## src/rtl/arduino_note_sequencer_pkg.sv

```systemverilog
// ----------------------------------------------------------------------------
// arduino_note_sequencer_pkg
//   Shared definitions for the note sequencer: FSM state encoding, the note
//   codes understood by the Arduino-side decoder, and the one-hot-to-code
//   encoder used when a sequence word is loaded.
// ----------------------------------------------------------------------------
package arduino_note_sequencer_pkg;

   typedef enum logic [2:0] {
      ST_IDLE  = 3'd0,
      ST_FETCH = 3'd1,
      ST_LOAD  = 3'd2,
      ST_PLAY  = 3'd3,
      ST_GAP   = 3'd4,
      ST_DONE  = 3'd5
   } seq_state_t;

   // Codes driven on arduino_out; bit i of a memory word maps to code i+1.
   localparam logic [2:0] NOTE_SILENCE = 3'd0;
   localparam logic [2:0] NOTE_DO      = 3'd1;
   localparam logic [2:0] NOTE_RE      = 3'd2;
   localparam logic [2:0] NOTE_MI      = 3'd3;
   localparam logic [2:0] NOTE_FA      = 3'd4;
   localparam logic [2:0] NOTE_SOL     = 3'd5;
   localparam logic [2:0] NOTE_LA      = 3'd6;
   localparam logic [2:0] NOTE_SI      = 3'd7;

   // Returns index+1 for an exactly-one-hot word, NOTE_SILENCE otherwise.
   // A silent result therefore doubles as the "bad word" indication.
   function automatic logic [2:0] onehot_to_code(input logic [6:0] onehot);
      logic [2:0] code;
      int unsigned n_set;
      code  = NOTE_SILENCE;
      n_set = 0;
      for (int i = 0; i < 7; i++) begin
         if (onehot[i]) begin
            code  = 3'(i + 1);
            n_set = n_set + 1;
         end
      end
      if (n_set != 1) begin
         code = NOTE_SILENCE;
      end
      return code;
   endfunction

endpackage

```

## src/rtl/arduino_note_sequencer_if.sv

```systemverilog
// ----------------------------------------------------------------------------
// arduino_note_sequencer_if
//   Control handshake, private sequence-memory port and Arduino note bus of
//   the sequencer.
//   master : game controller / memory side (drives start, abort, limite,
//            mem_data)
//   slave  : the sequencer (drives mem_addr, arduino_out, busy, done,
//            bad_note)
// ----------------------------------------------------------------------------
interface arduino_note_sequencer_if;
   logic       start;
   logic       abort;
   logic [3:0] limite;
   logic [3:0] mem_addr;
   logic [6:0] mem_data;
   logic [2:0] arduino_out;
   logic       busy;
   logic       done;
   logic       bad_note;

   modport master (
      output start, abort, limite, mem_data,
      input  mem_addr, arduino_out, busy, done, bad_note
   );

   modport slave (
      input  start, abort, limite, mem_data,
      output mem_addr, arduino_out, busy, done, bad_note
   );
endinterface

```

## src/rtl/arduino_note_sequencer_note_timer.sv

```systemverilog
// ----------------------------------------------------------------------------
// note_timer
//   Down-counter timing both the note and the gap intervals.
//   clock    : rising-edge clock
//   reset    : asynchronous active-low reset (count -> 0)
//   load     : load load_val (has priority over dec)
//   load_val : value to load
//   dec      : decrement by one
//   zero     : count is zero
// ----------------------------------------------------------------------------
module note_timer #(
   parameter int TMR_W = 25
) (
   input  logic             clock,
   input  logic             reset,
   input  logic             load,
   input  logic [TMR_W-1:0] load_val,
   input  logic             dec,
   output logic             zero
);

   logic [TMR_W-1:0] count_reg;
   logic [TMR_W-1:0] count_next;

   always_comb begin
      count_next = count_reg;
      if (load) begin
         count_next = load_val;
      end else if (dec) begin
         count_next = count_reg - TMR_W'(1);
      end
   end

   always_ff @(posedge clock or negedge reset) begin
      if (!reset) begin
         count_reg <= '0;
      end else begin
         count_reg <= count_next;
      end
   end

   assign zero = (count_reg == '0);

endmodule

```

## src/rtl/arduino_note_sequencer.sv

```systemverilog
// ----------------------------------------------------------------------------
// arduino_note_sequencer
//   Plays sequence entries 0..limite on arduino_out; every note is followed
//   by a silent gap. Reads the sequence memory through a private address
//   port (synchronous ROM, 1-cycle latency).
//   clock : rising-edge clock
//   reset : asynchronous active-low reset
//   bus   : slave side of arduino_note_sequencer_if (start/abort/limite in,
//           mem_addr/mem_data memory port, arduino_out/busy/done/bad_note out)
// ----------------------------------------------------------------------------
module arduino_note_sequencer
   import arduino_note_sequencer_pkg::*;
#(
   parameter int NOTE_CYCLES = 25_000_000,
   parameter int GAP_CYCLES  = 12_500_000,
   parameter int TMR_W       = 25
) (
   input  logic                     clock,
   input  logic                     reset,
   arduino_note_sequencer_if.slave  bus
);

   seq_state_t state_reg, state_next;
   logic [3:0] mem_addr_reg, mem_addr_next;
   logic [3:0] limit_reg, limit_next;
   logic [2:0] out_reg, out_next;
   logic       busy_reg, busy_next;
   logic       done_reg, done_next;
   logic       bad_reg, bad_next;

   logic             tmr_load;
   logic             tmr_dec;
   logic [TMR_W-1:0] tmr_val;
   logic             tmr_zero;
   logic [2:0]       load_code;

   note_timer #(.TMR_W(TMR_W)) u_timer (
      .clock    (clock),
      .reset    (reset),
      .load     (tmr_load),
      .load_val (tmr_val),
      .dec      (tmr_dec),
      .zero     (tmr_zero)
   );

   assign load_code = onehot_to_code(bus.mem_data);

   always_comb begin
      state_next    = state_reg;
      mem_addr_next = mem_addr_reg;
      limit_next    = limit_reg;
      out_next      = out_reg;
      bad_next      = bad_reg;
      tmr_load      = 1'b0;
      tmr_dec       = 1'b0;
      tmr_val       = '0;

      if (bus.abort) begin
         // abort beats everything, including a simultaneous start
         state_next = ST_IDLE;
         out_next   = NOTE_SILENCE;
      end else begin
         unique case (state_reg)
            ST_IDLE: begin
               if (bus.start) begin
                  limit_next    = bus.limite;
                  mem_addr_next = 4'd0;
                  bad_next      = 1'b0;
                  state_next    = ST_FETCH;
               end
            end
            ST_FETCH: begin
               // address has been stable one cycle; ROM word arrives in LOAD
               state_next = ST_LOAD;
            end
            ST_LOAD: begin
               out_next = load_code;
               if (load_code == NOTE_SILENCE) begin
                  bad_next = 1'b1;
               end
               tmr_load   = 1'b1;
               tmr_val    = TMR_W'(NOTE_CYCLES - 1);
               state_next = ST_PLAY;
            end
            ST_PLAY: begin
               if (tmr_zero) begin
                  tmr_load   = 1'b1;
                  tmr_val    = TMR_W'(GAP_CYCLES - 1);
                  out_next   = NOTE_SILENCE;
                  state_next = ST_GAP;
               end else begin
                  tmr_dec = 1'b1;
               end
            end
            ST_GAP: begin
               if (tmr_zero) begin
                  // compare before increment, so limit 15 never wraps the address
                  if (mem_addr_reg == limit_reg) begin
                     state_next = ST_DONE;
                  end else begin
                     mem_addr_next = mem_addr_reg + 4'd1;
                     state_next    = ST_FETCH;
                  end
               end else begin
                  tmr_dec = 1'b1;
               end
            end
            ST_DONE: begin
               state_next = ST_IDLE;
            end
            default: begin
               state_next = ST_IDLE;
               out_next   = NOTE_SILENCE;
            end
         endcase
      end
   end

   // busy and done are registered copies of the state being entered
   assign busy_next = (state_next != ST_IDLE);
   assign done_next = (state_next == ST_DONE);

   always_ff @(posedge clock or negedge reset) begin
      if (!reset) begin
         state_reg    <= ST_IDLE;
         mem_addr_reg <= 4'd0;
         limit_reg    <= 4'd0;
         out_reg      <= NOTE_SILENCE;
         busy_reg     <= 1'b0;
         done_reg     <= 1'b0;
         bad_reg      <= 1'b0;
      end else begin
         state_reg    <= state_next;
         mem_addr_reg <= mem_addr_next;
         limit_reg    <= limit_next;
         out_reg      <= out_next;
         busy_reg     <= busy_next;
         done_reg     <= done_next;
         bad_reg      <= bad_next;
      end
   end

   assign bus.mem_addr    = mem_addr_reg;
   assign bus.arduino_out = out_reg;
   assign bus.busy        = busy_reg;
   assign bus.done        = done_reg;
   assign bus.bad_note    = bad_reg;

endmodule
```

## src/flat_wrapper.sv

```systemverilog
// flat-port wrapper written by rule: the top's interface ports become plain ports
module arduino_note_sequencer_flat import arduino_note_sequencer_pkg::*;
#(
   parameter int NOTE_CYCLES = 25_000_000,
   parameter int GAP_CYCLES  = 12_500_000,
   parameter int TMR_W       = 25
)
  (clock, reset, bus_start, bus_abort, bus_limite, bus_mem_data, bus_mem_addr, bus_arduino_out, bus_busy, bus_done, bus_bad_note);
  arduino_note_sequencer_if bus_i ();
  input  logic clock;
  input  logic reset;
  input wire logic [$bits(bus_i.start)-1:0] bus_start;
  input wire logic [$bits(bus_i.abort)-1:0] bus_abort;
  input wire logic [$bits(bus_i.limite)-1:0] bus_limite;
  input wire logic [$bits(bus_i.mem_data)-1:0] bus_mem_data;
  output wire logic [$bits(bus_i.mem_addr)-1:0] bus_mem_addr;
  output wire logic [$bits(bus_i.arduino_out)-1:0] bus_arduino_out;
  output wire logic [$bits(bus_i.busy)-1:0] bus_busy;
  output wire logic [$bits(bus_i.done)-1:0] bus_done;
  output wire logic [$bits(bus_i.bad_note)-1:0] bus_bad_note;
  assign bus_i.start = bus_start;
  assign bus_i.abort = bus_abort;
  assign bus_i.limite = bus_limite;
  assign bus_i.mem_data = bus_mem_data;
  assign bus_mem_addr = bus_i.mem_addr;
  assign bus_arduino_out = bus_i.arduino_out;
  assign bus_busy = bus_i.busy;
  assign bus_done = bus_i.done;
  assign bus_bad_note = bus_i.bad_note;
  arduino_note_sequencer #(.NOTE_CYCLES(NOTE_CYCLES), .GAP_CYCLES(GAP_CYCLES), .TMR_W(TMR_W)) u_core (.clock(clock), .reset(reset), .bus(bus_i));
endmodule
```

## config.mk

```make
export PLATFORM = sky130hd
export DESIGN_NAME = arduino_note_sequencer_flat
export DESIGN_NICKNAME = d
export VERILOG_FILES = /design/src/rtl/arduino_note_sequencer_pkg.sv /design/src/rtl/arduino_note_sequencer_if.sv /design/src/rtl/arduino_note_sequencer_note_timer.sv /design/src/rtl/arduino_note_sequencer.sv /design/src/flat_wrapper.sv
export SDC_FILE = /design/constraint.sdc
export NUM_CORES = 1
export LEC_CHECK = 0
export BUFFER_PORTS_ARGS = -buffer_cell sky130_fd_sc_hd__buf_4
export CAP_MARGIN = 30
export CORE_AREA = 2 2 76 78
export CTS_BUF_LIST = sky130_fd_sc_hd__clkbuf_16
export DETAILED_ROUTE_END_ITERATION = 8
export DIE_AREA = 0 0 78 80
export PLACE_DENSITY = 0.73
export SLEW_MARGIN = 20
export SYNTH_ARGS = -nofsm -noshare
export SYNTH_HDL_FRONTEND = slang
export SYNTH_HIERARCHICAL = 1
export SYNTH_SLANG_ARGS = --single-unit
```

## constraint.sdc

```tcl
create_clock -name clock -period 3.6 [get_ports clock]
set_input_delay 0 -clock clock [delete_from_list [all_inputs] [get_ports clock]]
set_output_delay 0 -clock clock [all_outputs]
set_load 0.01 [all_outputs]
```

==> run metrics <==
CP startpoint bus_mem_data[1]; Post-synth EDFFs 0; Final TNS setup 0 ns; I/O Pins 25; clk sinks 42; largest net degree at the start of global routing 43; RSZ-0062 raised after global routing false; final cell count without fillers between 400 and 500; Setup crit end u_core/bus.bad_note; max reg flops 25; DIE HEIGHT around 80 um; Leak around 1.4 nW; Fin. Hold Viols 0; Place WS -0.0372 ns; Worst-Margin Slew 0.682 ns; Synth cell types between 50 and 60; vias about 2,300; reg2reg start u_core/u_timer/count_reg[12]; antenna-violating nets left 0; core footprint 0.00541 mm2; worst hold path type input pin to flip-flop; crit path launch type input pin; Area Growth Syn to Fin 18.3%; Avg Cell Area, Syn ~9.3 um2; # DRC 0; Iteration-0 DRC Markers roughly 170; Routed WL ~5800 um; reg2reg end u_core/u_timer/count_reg[14]; Worst Reg-to-Reg Cells 8; Setup Viol. Count Final 0; period utilization 93.4%; Clock Latency Late Sink 0.28 ns; dpl cells 392; cells after synthesis 300; PortBufs 24; crit-path cells buf_4 -> inv_1 -> ha_2 -> xor2_4 -> ha_1 -> nand2_1 -> o31ai_1 -> ha_1 -> nand2_1 -> o311ai_1 -> ha_1 -> mux2i_2 -> inv_1 -> ha_1 -> a22o_2 -> or2_0 -> o2111ai_1 -> nand4_2 -> a221o_1; DP HPWL around 4000 um; first-pass GRT wire length 10,100 um; area of the mapped netlist around 0.0028 mm2; Rows 27; most common flop cell mapped by yosys dfrtp_1; Clock Skew 0.00711 ns; initial antenna violation count 0; Worst-path clk slew roughly 0.060 ns; layout cells sized above 1 ~22%; GR Overflow Total 0; final instance area ~0.0033 mm2; Longest Clk Path Bufs 2; CTS tree built; Critical Path AT between 3 and 4 ns; number of global-route vias before repair approximately 2,300; post-DR vias/cell about 5.7; Max-cap violations 0; flop2flop setup slack 0.37 ns; CP Data Required Time 3.76 ns; Slew Limit Headroom between 50% and 60%; Die Area 0.00624 mm2; Synth Register Bits 42; GRT Total Usage approximately a fifth; fmax roughly 300 MHz; status complete, no violations; Crit path top cell by count ha_1; Slew Limit Fails 0; most common cell after layout, fill and taps aside dfrtp_1; setup ws final approximately 0.24 ns; synth warn 6; Period minus WS final 3.36 ns; Final Util between 60% and 70%; # diodes 0; DRT Pass-1 Iters 6; register area share after synthesis a little under two fifths; PD cells 510 mW/mm2; worst-path maximum fanout 3; Final GP Congestion about 0.85; WL per Instance ~14 um; Placed Area roughly 0.003 mm2; Slowest-stage cell, CP a221o_1; crit-path max cell delay between 0.3 and 0.4 ns; endpoint type of the worst setup path flip-flop; Die X approximately 78 um; TritonCTS buffer count 5; ys async rst share 100%; CTS H-tree lvls 2; CP Class input pin to flip-flop; nets 360; Root Buffer clkbuf_16; VDD IR max 0.341 mV; Starting Density 51.5%; most frequent cells in the layout dfrtp_1, buf_4, nand2_1
-- power breakdown --
part | leakage [nW] | switching, mW | internal (mW)
registers | 0.541 | 0.110 | 0.580
clock network | 0.0864 | 0.172 | 0.322
logic | 0.795 | 0.255 | 0.243
total | 1.42 | 0.537 | 1.14
-- critical path: cells and delay by family --
kind	cells	cell delay [ns]
buffers and inverters	3	0.25
XOR/XNOR	1	0.19
AO/OA/AOI/OAI	5	0.93
AND/OR/NAND/NOR	4	0.52
adder cells (fa/ha/maj)	5	1.43
multiplexers	1	0.17
-- cell type report --
class | instances | area [um2]
clock buffer | 5 | 125
clock inverter | 3 | 37.5
fill | 463 | 2110
inverter | 10 | 41.3
multi-input combinational | 235 | 1630
sequential | 42 | 1050
tap | 72 | 90.1
timing repair buffer | 41 | 323
-- Yosys cell counts (all sizes together) (2+ instances only) --
master,count,share of area [%]
a21oi,3,0.54
nor4,4,0.90
nand2b,2,0.45
nor3,7,1.3
nor3b,3,0.81
or3,5,1.2
ha,10,4.5
nand2,35,4.7
xor2,14,5.8
nor2,20,2.7
dfrtp,42,38
or4,17,5.1
o21ai,22,4.0
o31ai,9,2.4
mux2i,4,1.4
nand4b,3,0.94
o2111ai,2,0.63
nor2b,3,0.67
clkbuf,10,1.3
nand3,11,2.2
nand3b,2,0.54
or2,6,1.3
nand4,5,1.3
a31oi,8,1.8
mux2,5,2.0
o211ai,5,1.3
inv,9,1.2
nand4bb,2,0.81
a21o,2,0.54
buf,6,2.0
xnor2,7,2.2
-- worst min-delay path by stage --
stage | startpoint | to | cells after the start
global placement | reset | u_core/u_timer/count_reg[18] | 1
global route | bus_mem_data[6] | u_core/bus.arduino_out[2] | 3
finish | bus_mem_data[6] | u_core/bus.arduino_out[0] | 3
floorplan | reset | u_core/bus.arduino_out[0] | 0
detailed placement | reset | u_core/u_timer/count_reg[18] | 1
CTS | bus_mem_data[6] | u_core/bus.arduino_out[2] | 3
-- timing repair --
action / in CTS / in global routing
setup buffers: 0 / 2
hold buffers: 6 / 0
gates resized for setup: 0 / 4
endpoints found under the hold margin: 50 / 0
endpoints found under the setup margin: 0 / 10
-- metal layers --
metal,wire length (um),track usage (%)
met2,2920,34.7
met5,0,0
met4,44,4.56
met1,2650,25.7
met3,201,4.30
-- metrics by stage --
stage | hold WS, ns | power [mW]
2_1_floorplan | -0.296 | 1.04
3_3_place_gp | 0.0182 | 1.14
3_5_place_dp | 0.0228 | 1.16
4_1_cts | 0.0984 | 1.67
5_1_grt | 0.144 | 1.79
6_report | 0.110 | 1.68
-- cell families after synthesis --
family / share of synthesized area (%)
AOI/OAI and AO/OA: 14.2
xor gates and xnor gates: 8.76
adders and majority gates: 4.49
buffers and inverters: 4.72
DFF: 37.7
muxes: 3.46
other: 0.135
and+or+nand+nor: 26.5
Power figures use the tool's default switching activity.
